===== src/rtl/fifo_pkg.sv =====
// -----------------------------------------------------------------------------
// fifo_pkg
// Shared definitions for the async FIFO pointer controllers. The read-side
// and write-side controllers both import this package.
//   FIFO_ADDRESS_WIDTH / FIFO_DEPTH : default memory geometry
//   ptr_t                          : widest pointer the helpers handle
//   bin2gray / gray2bin            : pointer code conversions
// -----------------------------------------------------------------------------
package fifo_pkg;

  localparam int FIFO_ADDRESS_WIDTH = 3;
  localparam int FIFO_DEPTH         = 2 ** FIFO_ADDRESS_WIDTH;

  // Helpers work on a wide vector so they serve any ADDRESS_WIDTH. Narrower
  // pointers are zero-extended by the caller; leading zeros pass through both
  // conversions unchanged, so truncating the result gives the exact answer.
  localparam int PTR_MAX_WIDTH = 16;
  typedef logic [PTR_MAX_WIDTH-1:0] ptr_t;

  function automatic ptr_t bin2gray(input ptr_t bin);
    return bin ^ (bin >> 1);
  endfunction

  // Each binary bit is the XOR of all Gray bits at or above it.
  function automatic ptr_t gray2bin(input ptr_t gray);
    ptr_t bin;
    bin[PTR_MAX_WIDTH-1] = gray[PTR_MAX_WIDTH-1];
    for (int i = PTR_MAX_WIDTH - 2; i >= 0; i--) begin
      bin[i] = bin[i+1] ^ gray[i];
    end
    return bin;
  endfunction

endpackage


===== src/rtl/fifo_ptr_sync.sv =====
// -----------------------------------------------------------------------------
// fifo_ptr_sync
// Multi-flop synchronizer for a Gray-coded FIFO pointer crossing into clk.
// Used for W_PTR on the read side and for R_PTR on the write side.
// Parameters: WIDTH (pointer bits), NUM_STAGES (flop stages, 2..4).
// Ports:
//   clk    destination-domain clock
//   rst_n  asynchronous active-low reset, clears every stage
//   d      pointer from the source domain
//   q      synchronized pointer (last stage)
// -----------------------------------------------------------------------------
module fifo_ptr_sync #(
  parameter int WIDTH      = 4,
  parameter int NUM_STAGES = 2
) (
  input  logic             clk,
  input  logic             rst_n,
  input  logic [WIDTH-1:0] d,
  output logic [WIDTH-1:0] q
);

  logic [WIDTH-1:0] stage [NUM_STAGES];

  // NOTE: this small flop array is reset element by element; it is a register
  // chain, not a RAM, so resetting it costs nothing and keeps flags sane.
  // NOTE: non-blocking assignments let every stage sample the previous stage's
  // old value, which is what makes this a shift chain rather than a wire.
  always_ff @(posedge clk or negedge rst_n) begin
    if (!rst_n) begin
      for (int i = 0; i < NUM_STAGES; i++) begin
        stage[i] <= '0;
      end
    end else begin
      stage[0] <= d;
      for (int i = 1; i < NUM_STAGES; i++) begin
        stage[i] <= stage[i-1];
      end
    end
  end

  assign q = stage[NUM_STAGES-1];

endmodule


===== src/rtl/fifo_rd_ctrl.sv =====
// -----------------------------------------------------------------------------
// fifo_rd_ctrl
// Read-side pointer and flag controller of the async FIFO (R_CLK domain).
// Synchronizes the write Gray pointer, advances the read pointer on accepted
// reads, and produces registered EMPTY / ALMOST_EMPTY / R_LEVEL.
// Parameters: ADDRESS_WIDTH (depth = 2**ADDRESS_WIDTH), NUM_STAGES (2..4),
//             AE_LEVEL (ALMOST_EMPTY when level <= AE_LEVEL).
// Ports:
//   R_CLK         read clock
//   R_RST         asynchronous active-low reset
//   R_INC         read request (ignored while EMPTY)
//   W_PTR         write Gray pointer, asynchronous to R_CLK
//   R_ADDR        memory read address
//   R_PTR         registered read Gray pointer for the write side
//   EMPTY         registered empty flag
//   ALMOST_EMPTY  registered, level <= AE_LEVEL
//   R_LEVEL       registered occupancy 0..2**ADDRESS_WIDTH
//   UNDERFLOW     sticky underflow flag (only with FIFO_RD_UNDERFLOW_ERR_EN)
// Optional build macro: FIFO_RD_UNDERFLOW_ERR_EN adds the UNDERFLOW output.
// -----------------------------------------------------------------------------
module fifo_rd_ctrl
  import fifo_pkg::*;
#(
  parameter int ADDRESS_WIDTH = FIFO_ADDRESS_WIDTH,
  parameter int NUM_STAGES    = 2,
  parameter int AE_LEVEL      = 1
) (
  input  logic                     R_CLK,
  input  logic                     R_RST,
  input  logic                     R_INC,
  input  logic [ADDRESS_WIDTH:0]   W_PTR,
  output logic [ADDRESS_WIDTH-1:0] R_ADDR,
  output logic [ADDRESS_WIDTH:0]   R_PTR,
  output logic                     EMPTY,
  output logic                     ALMOST_EMPTY,
`ifdef FIFO_RD_UNDERFLOW_ERR_EN
  output logic [ADDRESS_WIDTH:0]   R_LEVEL,
  output logic                     UNDERFLOW
`else
  output logic [ADDRESS_WIDTH:0]   R_LEVEL
`endif
);

  localparam int PW = ADDRESS_WIDTH + 1;
  localparam logic [PW-1:0] AE_THRESH = PW'(AE_LEVEL);

  logic [PW-1:0] wq_ptr;
  logic [PW-1:0] r_bin;
  logic [PW-1:0] r_bin_next;
  logic [PW-1:0] r_gray_next;
  logic [PW-1:0] wq_bin;
  logic [PW-1:0] level_next;
  logic          empty_next;
  logic          ae_next;
  logic          rd_en;

  fifo_ptr_sync #(
    .WIDTH      (PW),
    .NUM_STAGES (NUM_STAGES)
  ) u_wptr_sync (
    .clk   (R_CLK),
    .rst_n (R_RST),
    .d     (W_PTR),
    .q     (wq_ptr)
  );

  // NOTE: every always_comb output gets a default first so no path can leave
  // it unassigned and infer a latch.
  always_comb begin
    rd_en       = 1'b0;
    r_bin_next  = r_bin;
    r_gray_next = '0;
    wq_bin      = '0;
    level_next  = '0;
    empty_next  = 1'b1;
    ae_next     = 1'b1;

    rd_en       = R_INC & ~EMPTY;
    r_bin_next  = r_bin + PW'(rd_en);
    r_gray_next = PW'(bin2gray(ptr_t'(r_bin_next)));
    wq_bin      = PW'(gray2bin(ptr_t'(wq_ptr)));
    // Modular subtraction: the extra MSB makes a full FIFO read as DEPTH and
    // handles the write pointer being a lap ahead in binary.
    level_next  = wq_bin - r_bin_next;
    // Full-width Gray compare, MSB included, so full is never mistaken for empty.
    empty_next  = (r_gray_next == wq_ptr);
    ae_next     = (level_next <= AE_THRESH);
  end

  always_ff @(posedge R_CLK or negedge R_RST) begin
    if (!R_RST) begin
      r_bin        <= '0;
      R_PTR        <= '0;
      EMPTY        <= 1'b1;
      ALMOST_EMPTY <= 1'b1;
      R_LEVEL      <= '0;
    end else begin
      r_bin        <= r_bin_next;
      R_PTR        <= r_gray_next;
      EMPTY        <= empty_next;
      ALMOST_EMPTY <= ae_next;
      R_LEVEL      <= level_next;
    end
  end

  assign R_ADDR = r_bin[ADDRESS_WIDTH-1:0];

`ifdef FIFO_RD_UNDERFLOW_ERR_EN
  // Sticky until reset so firmware can poll it after the fact.
  always_ff @(posedge R_CLK or negedge R_RST) begin
    if (!R_RST) begin
      UNDERFLOW <= 1'b0;
    end else if (R_INC && EMPTY) begin
      UNDERFLOW <= 1'b1;
    end
  end
`endif

endmodule


===== config.mk =====
export PLATFORM = sky130hd
export DESIGN_NAME = fifo_rd_ctrl
export DESIGN_NICKNAME = d
export VERILOG_FILES = /design/src/rtl/fifo_pkg.sv /design/src/rtl/fifo_ptr_sync.sv /design/src/rtl/fifo_rd_ctrl.sv
export SDC_FILE = /design/constraint.sdc
export NUM_CORES = 1
export LEC_CHECK = 0
export BUFFER_PORTS_ARGS = -buffer_cell sky130_fd_sc_hd__buf_2
export CELL_PAD_IN_SITES_DETAIL_PLACEMENT = 1
export CELL_PAD_IN_SITES_GLOBAL_PLACEMENT = 2
export CORE_UTILIZATION = 38
export CTS_CLUSTER_SIZE = 12
export DETAILED_ROUTE_END_ITERATION = 8
export PLACE_DENSITY_LB_ADDON = 0.1
export SLEW_MARGIN = 20
export SYNTH_ARGS = -nofsm -noshare
export SYNTH_HDL_FRONTEND = slang
export SYNTH_HIERARCHICAL = 1
export SYNTH_SLANG_ARGS = --single-unit

===== constraint.sdc =====
create_clock -name R_CLK -period 3.8 [get_ports R_CLK]
set_input_delay 0.57 -clock R_CLK [delete_from_list [all_inputs] [get_ports R_CLK]]
set_output_delay 0.57 -clock R_CLK [all_outputs]
set_load 0.005 [all_outputs]

==> impl_metrics.py <==
metrics = {
    "clock_tree": {
        "clock_path_buffers": 2,
        "clock_latency_ns": 0.31,
        "cts_tree": "done",
        "clkTransAtPathRegs_ns": 0.12,
        "clock-root-buffer": "clkbuf_4",
        "cts_resized": 0,
        "cts_setup_buffers": 0,
        "h-tree-depth": 1,
        "cts_buffers": 3,
        "hold_buffers": 0,
        "clock_sinks": 21,
    },
    "cells_and_area": {
        "area_delta_synth_final_pct": 13.5,
        "fin_nets": 95,
        "layout-drive-gt1-share": 0.354,
        "num_antenna_cells": 0,
        "n_fill_cell": 246,
    },
    "sta": {
        "slew_headroom": 0.688,
        "fmax_ghz": 0.413,
        "worst_slack_ns": 1.38,
        "skew_ns": 0.00313,
        "drv_slew": 0,
        "finalHoldViolCount": 0,
        "setup-violations-final": 0,
        "rsz0062_at_grt": "no",
        "fin_setup_tns_ns": 0,
        "fin_crit_sh": 0.637,
        "tightest_slew_ns": 0.469,
        "timing.final.crit_period_ns": 2.42,
    },
    "routing": {
        "first_iter_violations": 0,
        "vias_per_cell": 4.47,
        "route.detailed.drc": 0,
        "wl_per_cell_um": 12.8,
        "drtPass1Iterations": 1,
        "drtAntennaViolNets": 0,
        "wl_um": 1410,
        "vias": 492,
    },
    "power_and_ir_drop": {
        "comb_power_share": 0.517,
        "power_density_mw_per_mm2": 893,
        "intPower_uw": 584,
        "p_clk_frac": 0.119,
        "ir_worst_vdd_mv": 0.395,
        "seq_power_share": 0.364,
        "p_switching_uw": 343,
        "power_leakage_uw": 0.000505,
        "p_sw_frac": 0.370,
    },
    "global_route": {
        "grt_use_total": 0.134,
        "grt_overflow": 0,
        "antenna_found_initial": 0,
        "grt_pass1_wl_um": 2380,
        "grt_pass1_vias": 534,
        "grt_start_max_net_pins": 22,
    },
    "synth": {
        "synth_fp_nets": 76,
        "synth_cell_types": 21,
        "syn_inst": 64,
        "synth_area_um2": 915,
        "seq_area_frac_synth": 0.577,
        "yosys_warnings": 6,
        "postSynthAreaPerCell_um2": 14.3,
        "synth_seq_cells": 21,
    },
    "outcome": {
        "status": "completed",
    },
    "hold_path": {
        "min_path_type": "input port to async pin",
    },
    "floorplan": {
        "die_area_mm2": 0.00261,
        "start_util": 0.410,
        "core-area_mm2": 0.00223,
        "rows": 17,
        "io_pins": 20,
        "fp.dieH_um": 51.1,
        "fp.dieW_um": 51.1,
    },
    "setup_path": {
        "crit_fanout": 3,
        "max_stage_delay_ns": 0.55,
        "path_common_cell": "ha_1",
        "r2r_cells": 9,
        "path_class": "flip-flop to flip-flop",
        "crit_path_top_delay_cell": "dfstp_2",
        "cp_cell_sequence": "nor2b_1 -> ha_1 -> ha_1 -> xnor2_1 -> ha_1 -> or3b_2 -> o311ai_4 -> xnor2_1 -> nor3_2",
        "cp-start-kind": "flip-flop",
        "worstPathArrival_ns": 2.67,
        "cp-end-kind": "flip-flop",
        "cp_data_required_time_ns": 4.05,
    },
    "placement": {
        "port_buffers": 19,
        "pre_cts_ws_ns": 1.14,
        "place_congestion": 0.688,
    },
    "run": {
        "maxCapViolCount": 0,
    },
}
flip-flops by register name, summed over array words and instances (netlist names):
signal / count
R_LEVEL: 4
R_PTR: 4
u_wptr_sync/q: 4
u_wptr_sync/stage: 4
r_bin: 3
ALMOST_EMPTY: 1
EMPTY: 1
layout by cell type, fill, tap and decap left out:
cell type	count
clkinv_2	1
and2_1	2
ha_1	5
nor2_1	1
mux2i_1	1
nor3_1	1
clkbuf_4	3
buf_2	19
o21bai_1	1
xnor3_2	1
xor2_1	6
a21boi_0	1
inv_1	5
xnor3_1	1
dfrtp_1	19
nor3_2	1
nand3_1	1
xnor2_1	8
dfstp_2	2
nor2b_1	1
or3b_2	1
o311ai_4	1
synthesized netlist by cell type:
cell type	count	area, um2
dfrtp_1	19	475
xnor2_1	8	70.1
xor2_1	6	52.6
ha_1	5	62.6
inv_1	5	18.8
buf_4	4	30.0
and2_1	2	12.5
dfstp_2	2	52.6
a21boi_0	1	7.51
clkbuf_1	1	3.75
mux2i_1	1	10.0
nand3_1	1	5.00
nor2_1	1	3.75
nor2b_1	1	6.26
nor3_1	1	5.00
nor3_2	1	10.0
o21bai_1	1	7.51
o311ai_4	1	26.3
or3b_2	1	8.76
xnor3_1	1	22.5
xnor3_2	1	23.8
critical path, delay by kind of cell, from the launching register on:
| family | cells | cell delay [ns] |
|---|---|---|
| compound gates | 1 | 0.10 |
| simple gates | 3 | 0.56 |
| flops | 1 | 0.55 |
| fa+ha+maj | 3 | 0.65 |
| xor+xnor | 2 | 0.49 |
power by group through the flow:
| stage | clock network [uW] | registers [uW] | logic (uW) |
|---|---|---|---|
| floorplan | 0 | 349 | 353 |
| global placement | 0 | 342 | 479 |
| detailed placement | 0 | 343 | 489 |
| CTS | 115 | 339 | 492 |
| global route | 125 | 346 | 539 |
| finish | 110 | 338 | 480 |
area by class of cell:
| cell class | instances | area, um2 | area share |
|---|---|---|---|
| inverters | 5 | 18.8 | 0.0181 |
| clock buffers | 3 | 22.5 | 0.0217 |
| well taps | 28 | 35.0 | 0.0337 |
| flip-flops and latches | 21 | 528 | 0.508 |
| clock inverters | 1 | 5.00 | 0.00482 |
| multi-input cells | 33 | 334 | 0.322 |
| repair buffers | 19 | 95.1 | 0.0916 |
through the flow:
step	utilization	total power (uW)	hold WS, ns	instances	cell area, um2
final	0.465	928	0.195	110	1040
after global routing	0.465	1010	0.219	110	1040
after CTS	0.465	947	0.201	110	1040
after detailed placement	0.453	832	0.344	106	1010
after global placement	0.453	821	0.332	106	1010
after floorplan	-	702	0.274	64	915
path summary, 6_finish.rpt:
check	startpoint	end	slack (ns)
worst max-delay path	EMPTY	ALMOST_EMPTY	1.38
worst max register to register	EMPTY	ALMOST_EMPTY	1.38
max in group asynchronous	R_RST	ALMOST_EMPTY	3.26
min in group R_CLK	W_PTR[0]	u_wptr_sync/stage[4]	0.36
worst min register to register	u_wptr_sync/stage[4]	u_wptr_sync/q[0]	0.37
worst min-delay path	R_RST	R_PTR[0]	0.19
metal layers:
metal  routed length [um]  global-route usage
met2                  602               0.206
met4                   36              0.0833
met3                   84              0.0387
met1                  683               0.164
met5                    0                   0
logic make-up (layout without fill, tap and decap cells):
logic type               count (synthesis)  count (layout)  share of synthesized area
multiplexers                             1               1                     0.0109
flip-flops                              21              21                      0.577
XOR/XNOR                                16              16                      0.185
AND/OR/NAND/NOR                          8               8                     0.0561
buffers and inverters                   10              28                     0.0575
AO/OA/AOI/OAI                            3               3                     0.0452
adder cells (fa/ha/maj)                  5               5                     0.0684
No activity file was read; power rests on OpenSTA's default activity.
